<file path="src/rtl/div_8.sv">
`default_nettype none
// div_8: iterative unsigned restoring divider, one quotient bit per clock.
// Start/busy/done handshake; divide-by-zero short-circuits straight to DONE.
module div_8 #(
   parameter int WIDTH = 8
) (
   input  logic             clk,
   input  logic             rst_n,
   input  logic             start,
   input  logic [WIDTH-1:0] dividend,
   input  logic [WIDTH-1:0] divisor,
   output logic             busy,
   output logic             done,
   output logic [WIDTH-1:0] quotient,
   output logic [WIDTH-1:0] remainder,
   output logic             div_by_zero
);

   localparam int CW = (WIDTH > 2) ? $clog2(WIDTH) : 1;
   localparam logic [CW-1:0] CNT_LAST = CW'(WIDTH - 1);
   localparam logic [CW-1:0] CNT_ONE  = CW'(1);
   localparam logic [CW-1:0] CNT_ZERO = '0;

   typedef enum logic [1:0] {
      IDLE = 2'd0,
      RUN  = 2'd1,
      DONE = 2'd2
   } state_t;

   state_t           state_q;
   logic [WIDTH-1:0] q_q;
   logic [WIDTH-1:0] r_q;
   logic [WIDTH-1:0] d_q;
   logic [CW-1:0]    cnt_q;

   logic [WIDTH:0]   s_w;
   logic [WIDTH+1:0] sum_w;
   logic             no_borrow_w;
   logic [WIDTH-1:0] q_d;
   logic [WIDTH-1:0] r_d;

   // Partial remainder stays below 2^(i) after iteration i, so R's MSB is
   // always zero when shifted and dropping it loses nothing.
   always_comb begin
      s_w         = {1'b0, r_q[WIDTH-2:0], q_q[WIDTH-1]};
      sum_w       = {1'b0, s_w} + {1'b0, ~{1'b0, d_q}} + {{(WIDTH+1){1'b0}}, 1'b1};
      no_borrow_w = sum_w[WIDTH+1];
      r_d         = no_borrow_w ? sum_w[WIDTH-1:0] : s_w[WIDTH-1:0];
      q_d         = {q_q[WIDTH-2:0], no_borrow_w};
   end

   always_ff @(posedge clk or negedge rst_n) begin
      if (!rst_n) begin
         state_q     <= IDLE;
         q_q         <= '0;
         r_q         <= '0;
         d_q         <= '0;
         cnt_q       <= CNT_ZERO;
         busy        <= 1'b0;
         done        <= 1'b0;
         quotient    <= '0;
         remainder   <= '0;
         div_by_zero <= 1'b0;
      end else begin
         case (state_q)
            IDLE: begin
               done <= 1'b0;
               if (start) begin
                  if (divisor == '0) begin
                     quotient    <= '1;
                     remainder   <= dividend;
                     div_by_zero <= 1'b1;
                     done        <= 1'b1;
                     state_q     <= DONE;
                  end else begin
                     q_q     <= dividend;
                     r_q     <= '0;
                     d_q     <= divisor;
                     cnt_q   <= CNT_LAST;
                     busy    <= 1'b1;
                     state_q <= RUN;
                  end
               end
            end
            RUN: begin
               q_q   <= q_d;
               r_q   <= r_d;
               cnt_q <= cnt_q - CNT_ONE;
               if (cnt_q == CNT_ZERO) begin
                  quotient    <= q_d;
                  remainder   <= r_d;
                  div_by_zero <= 1'b0;
                  busy        <= 1'b0;
                  done        <= 1'b1;
                  state_q     <= DONE;
               end
            end
            DONE: begin
               done    <= 1'b0;
               state_q <= IDLE;
            end
            default: begin
               busy    <= 1'b0;
               done    <= 1'b0;
               state_q <= IDLE;
            end
         endcase
      end
   end

endmodule
`default_nettype wire
</file>
<file path="config.mk">
export PLATFORM = sky130hd
export DESIGN_NAME = div_8
export DESIGN_NICKNAME = d
export VERILOG_FILES = /design/src/rtl/div_8.sv
export SDC_FILE = /design/constraint.sdc
export NUM_CORES = 1
export LEC_CHECK = 0
export CORE_ASPECT_RATIO = 0.6
export CORE_UTILIZATION = 53
export DETAILED_ROUTE_END_ITERATION = 12
export PLACE_DENSITY = 0.79
export SYNTH_ARGS = -nofsm -noshare
export SYNTH_HDL_FRONTEND = slang
export SYNTH_SLANG_ARGS = --single-unit
</file>
<file path="constraint.sdc">
create_clock -name clk -period 2.55 [get_ports clk]
set_clock_uncertainty 0.05 [all_clocks]
set_input_delay 0.3825 -clock clk [delete_from_list [all_inputs] [get_ports clk]]
set_output_delay 0.3825 -clock clk [all_outputs]
set_load 0.005 [all_outputs]
</file>
# Yosys cells after proc, flatten, opt, wreduce, memory -nomap -nowiden
# Cells that the tools add are included.
[totals]
inputBits = 19
wordCells = 64
register_bits = 47
output_inout_bits = 19
[classes]
n_reduce_logical = 9
muxes = 33
n_addsub = 3
bitwise = 3
eq_ne = 6
[op_table]
columns = ["cell", "n"]
rows = [
  ["$mux W8", 9],
  ["$pmux W8 S2", 3],
  ["$mux W7", 2],
  ["$pmux W7 S2", 1],
  ["$add A10 B1 Y10 const B", 1],
  ["$add A8 B9 Y10", 1],
  ["$not A8 Y9", 1],
  ["$logic_not A8 Y1", 1],
  ["$mux W1", 8],
  ["$ne A2 B2 Y1 const B", 4],
  ["$reduce_and A4 Y1", 2],
  ["$mux W2", 3],
  ["$mux W3", 2],
  ["$pmux W3 S2", 1],
  ["$reduce_and A3 Y1", 2],
  ["$pmux W1 S2", 2],
  ["$pmux W2 S2", 1],
  ["$logic_not A3 Y1", 1],
  ["$pmux W1 S3", 1],
  ["$sub A3 B1 Y3 const B", 1],
  ["$eq A2 B1 Y1 const B", 1],
  ["$eq A2 B2 Y1 const B", 1],
  ["$logic_not A2 Y1", 1],
  ["$not A1 Y1", 2],
  ["other kinds (2)", 2],
]

# Logic depth before layout (Yosys ltp)
[depth]
ltp_word = 6
ltp_mapped = 9
depth_no_buf = 9

# Worst setup path before layout
# OpenSTA, ideal clock, no wires.
[synth_timing]
kind = "register to register"
from = "register q_q[7]"
to = "register remainder[6]"
t_required_ns = 2.373
setup_slack_ns = 0.569
synth_period_minus_slack_ns = 1.981
n_path_buf = 0
path_stages_with_launch = 10
setup_time_ns = 0.127
arrival_ns = 1.804
path_cell_list = "dfrtp_1 inv_1 ha_1 fa_1 nor2b_1 o31a_1 o311ai_1 mux2_1 nand2_1 a31oi_1"
[synth_between]
elab_chain_cells = 5
[synth_lines]
columns = ["element", "line_no", "text"]
rows = [
  ["start: declaration", "31", "logic [WIDTH-1:0] q_q;"],
  ["start signal: assignment", "76", "q_q <= dividend;"],
  ["start signal: assignment", "86", "q_q <= q_d;"],
  ["$add A8 B9 Y10", "46", "sum_w = {1'b0, s_w} + {1'b0, ~{1'b0, d_q}} + {{(WIDTH+1){1'b0}}, 1'b1};"],
  ["$add A10 B1 Y10", "46", ""],
  ["$mux W8", "48", "r_d = no_borrow_w ? sum_w[WIDTH-1:0] : s_w[WIDTH-1:0];"],
  ["$mux W8", "89", "if (cnt_q == CNT_ZERO) begin"],
  ["$pmux W8 S2", "65", "case (state_q)"],
  ["end signal: assignment", "71", "remainder <= dividend;"],
  ["end signal: assignment", "91", "remainder <= r_d;"],
  ["end: declaration", "15", "output logic [WIDTH-1:0] remainder,"],
]
# No other way between the ends. The select of a mux whose other input is x is not followed.
# A chain may end at the register's enable or synchronous reset.

# Worst setup path after layout
# Ends and elaborated chain as after synthesis.

==> impl_metrics.csv <==
group,metric,value,unit
synth,postSynthRegisterBits,47,
synth,syn_area_per_cell,10.42,µm²
sta,period_share,0.8863,
sta,relSlewSlack,0.6030,
floorplanning,dieArea,4764,µm²
setup_path,endpoint_kind,"flop",
routing,drc_errors,0,
routing,finalWirelength,5197,µm
routing,num_vias,1858,
setup_path,worstPathMaxFanout,3,
setup_path,crit_family,"compound AO/OA/AOI/OAI gates",
global_route,grt_max_degree,48,
sta,hold_violations,0,
clock_network,cts_resized,0,
clock_network,cts_hold_buf,0,
setup_path,r2r_cells,9,
sta,period_needed,2.260,ns
cells_and_area,drive_gt1_frac,0.08856,
placement,gp_congestion,0.8155,
routing,wl_per_cell,15.70,µm
clock_network,numCtsBuffers,5,
clock_network,root_buffer,"clkbuf_8",
floorplanning,io_pins,38,
worst_hold_path,worstHoldPathType,"in -> async",
placement,port_buffers,37,
synth,yosys.area.top_type_share,0.4950,
routing,drtIter0Drc,94,
synth,synth-edff-count,0,
setup_path,endpoint,"remainder[6]$_DFFE_PN0P_",
global_route,grt_use_total,0.2411,
synth,ys_types,45,
routing,postRouteAntennaNets,0,
clock_network,tritoncts,"done",
synth,yosys.area.top_type,"dfrtp_1",
synth,syn_inst,228,
synth,ys_seq_area_frac,0.4950,
setup_path,path_class,"reg -> reg",
global_route,antenna_found_initial,0,
synth,synthesis.area,2376,µm²
setup_path,cp_cell_sequence,"inv_1 > ha_1 > fa_1 > nor2b_1 > o311ai_0 > o311ai_1 > mux2_1 > nand2_1 > a31oi_1",
floorplanning,start_util,0.5642,
power_and_ir_drop,leakagePower,1.327,nW
cells_and_area,layout-area-overhead-vs-synth,22.38,%
setup_path,crit_arrival,2.39,ns
setup_path,cpPeakStageDelay,0.42,ns
clock_network,cts_buffer_depth,2,
routing,viasPerCell,5.613,
cells_and_area,n_antenna_cell,0,
synth,syn_nets,258,
global_route,grt_pass1_wl,8190,µm
floorplanning,die_h,53.87,µm
setup_path,crit_path_start_kind,"flop",
sta,tightest_slew,0.5954,ns
sta,timing.fmax,442.5,MHz
global_route,grt_overflow,0,
setup_path,reg2reg_slack,0.29,ns
setup_path,crit_start,"q_q[7]$_DFFE_PN0P_",
clock_network,clk_pin_slew_worst_paths,0.08,ns
clock_network,cts_sinks,47,
synth,async_flop_share,1.000,
setup_path,r2r-start,"q_q[7]$_DFFE_PN0P_",
synth,ys_top_cells_by_area,"dfrtp_1 49%, nand2_1 5.7%, ha_1 5.3%, a21o_1 4.1%, o22a_1 2.9%",
setup_path,crit_buf_inv,1,
synth,yosys_warnings,0,
flow_run,drv_cap,0,
run_status,status,"finished, final reports clean",
sta,maxSlewViolCount,0,
sta,holdWs,0.1163,ns
clock_network,htreeDepth,2,
synth,synthFlopType,"dfrtp_1",
floorplanning,coreArea,4212,µm²
clock_network,cts_setup_buffers,0,
global_route,grt_pass1_vias,1644,
routing,drt_first_pass_iters,4,
floorplanning,fp.dieW,88.44,µm
setup_path,crit_required,2.68,ns
power_and_ir_drop,power_density,1432,nW/µm²
clock_network,clk_latency,0.30,ns
setup_path,path_depth,9,
setup_path,cpMaxStageDelayCell,"o311ai_0",
sta,finalSetupTns,0,ns
cells_and_area,nets,300,
sta,finalSetupViolations,0,
setup_path,r2r-end,"remainder[6]$_DFFE_PN0P_",
placement,dp_hpwl,3879,µm
sta,rsz0062_at_grt,"no",
floorplanning,fp-row-count,18,
power_and_ir_drop,irDropWorstVdd,0.0006266,V
[area by class of cell]
class                   count  area (µm²)
fillers                   363        1304
flip-flops and latches     47        1176
multi-input cells         159        1096
repair buffers             44       430.4
clock buffers               7       76.32
well taps                  60       75.07
inverters                  13       48.80
clock inverters             1       5.005
[Yosys cell counts, types with 2 or more instances]
| cell type | instances |
|---|---|
| a21o_1 | 13 |
| a31oi_1 | 5 |
| o22ai_1 | 2 |
| dfrtp_1 | 47 |
| ha_1 | 10 |
| buf_2 | 5 |
| nand2b_1 | 2 |
| a21oi_1 | 11 |
| nor2b_1 | 5 |
| nor4_2 | 2 |
| nor2_1 | 11 |
| o21ai_0 | 12 |
| nand2_1 | 36 |
| a22oi_1 | 2 |
| o211ai_1 | 5 |
| o21a_1 | 5 |
| xnor2_1 | 2 |
| buf_4 | 2 |
| inv_1 | 13 |
| mux2i_1 | 6 |
| o22a_1 | 8 |
[per-layer routing]
layer | wire length (µm) | vias up | part of all wire | track usage
met4 | 44 | 0 | 0.0085 | 0.07258
met5 | 0 | - | 0 | 0
met3 | 254 | 5 | 0.049 | 0.04755
met2 | 2082 | 50 | 0.40 | 0.3269
met1 | 2815 | 905 | 0.54 | 0.3823
li1 | - | 898 | - | -
[cells in the final DEF (no fill, tap or decap), types with 2 or more instances in the layout]
cell,n
clkbuf_1,2
o21ai_0,12
nand2_1,36
nand2b_1,2
clkbuf_8,5
o211ai_1,5
ha_1,10
o22ai_1,2
buf_4,6
nor2b_1,5
clkdlybuf4s50_1,36
a22oi_1,2
o22a_1,8
a21o_1,13
dfrtp_1,47
a31oi_1,5
inv_1,13
nor4_2,2
a21oi_1,11
xnor2_1,2
mux2i_1,6
nor2_1,11
o21a_1,5
[state kept, by name, summed over array words and instances (netlist names)]
register,flops
div_by_zero,1
state_q,2
done,1
busy,1
r_q,7
d_q,8
remainder,8
q_q,8
quotient,8
cnt_q,3
[metrics by stage]
stage	utilization	setup slack, ns	std cells	instance area (µm²)	total power, mW
final	0.6904	0.2900	331	2908	4.164
after global routing	0.6904	0.1645	331	2908	4.483
after CTS	0.6904	0.3285	331	2908	4.150
after detailed placement	0.6711	0.3233	323	2826	3.711
after global placement	0.6711	0.3428	323	2826	3.644
after floorplan	-	0.5691	228	2376	2.939
[logic make-up (layout without fill, tap and decap cells)]
kind of cell             Yosys count  count (layout)  share of synthesized area
XOR/XNOR                           3               3                    0.01106
AND/OR/NAND/NOR                   63              63                     0.1317
AO/OA/AOI/OAI                     74              74                     0.2228
buffers and inverters             22              65                    0.04370
multiplexers                       8               8                    0.03476
adder cells (fa/ha/maj)           11              11                    0.06109
flip-flops                        47              47                     0.4950
[worst min-delay path by stage]
stage,slack (ns),endpoint,depth (start not counted)
final,0.12,remainder[5]$_DFFE_PN0P_,2
after global routing,0.18,remainder[5]$_DFFE_PN0P_,2
after CTS,0.14,remainder[5]$_DFFE_PN0P_,2
after detailed placement,0.42,q_q[7]$_DFFE_PN0P_,1
after global placement,0.43,done$_DFFE_PN0P_,1
after floorplan,0.04,busy$_DFFE_PN0P_,0
[worst reg2reg max path, delay by kind of cell (launching register included)]
kind	cells	cell delay, ns
compound gates	3	0.67
fa+ha+maj	2	0.44
flops	1	0.39
mux	1	0.33
simple gates	2	0.17
buf+inv	1	0.10
[power by group]
part	total [mW]	internal [mW]	leakage, nW	switching, mW
Combinational	2.40	1.18	0.728	1.22
Clock	0.431	0.193	0.0422	0.239
Sequential	1.33	1.11	0.557	0.220
(Power assumes the default switching activity.)
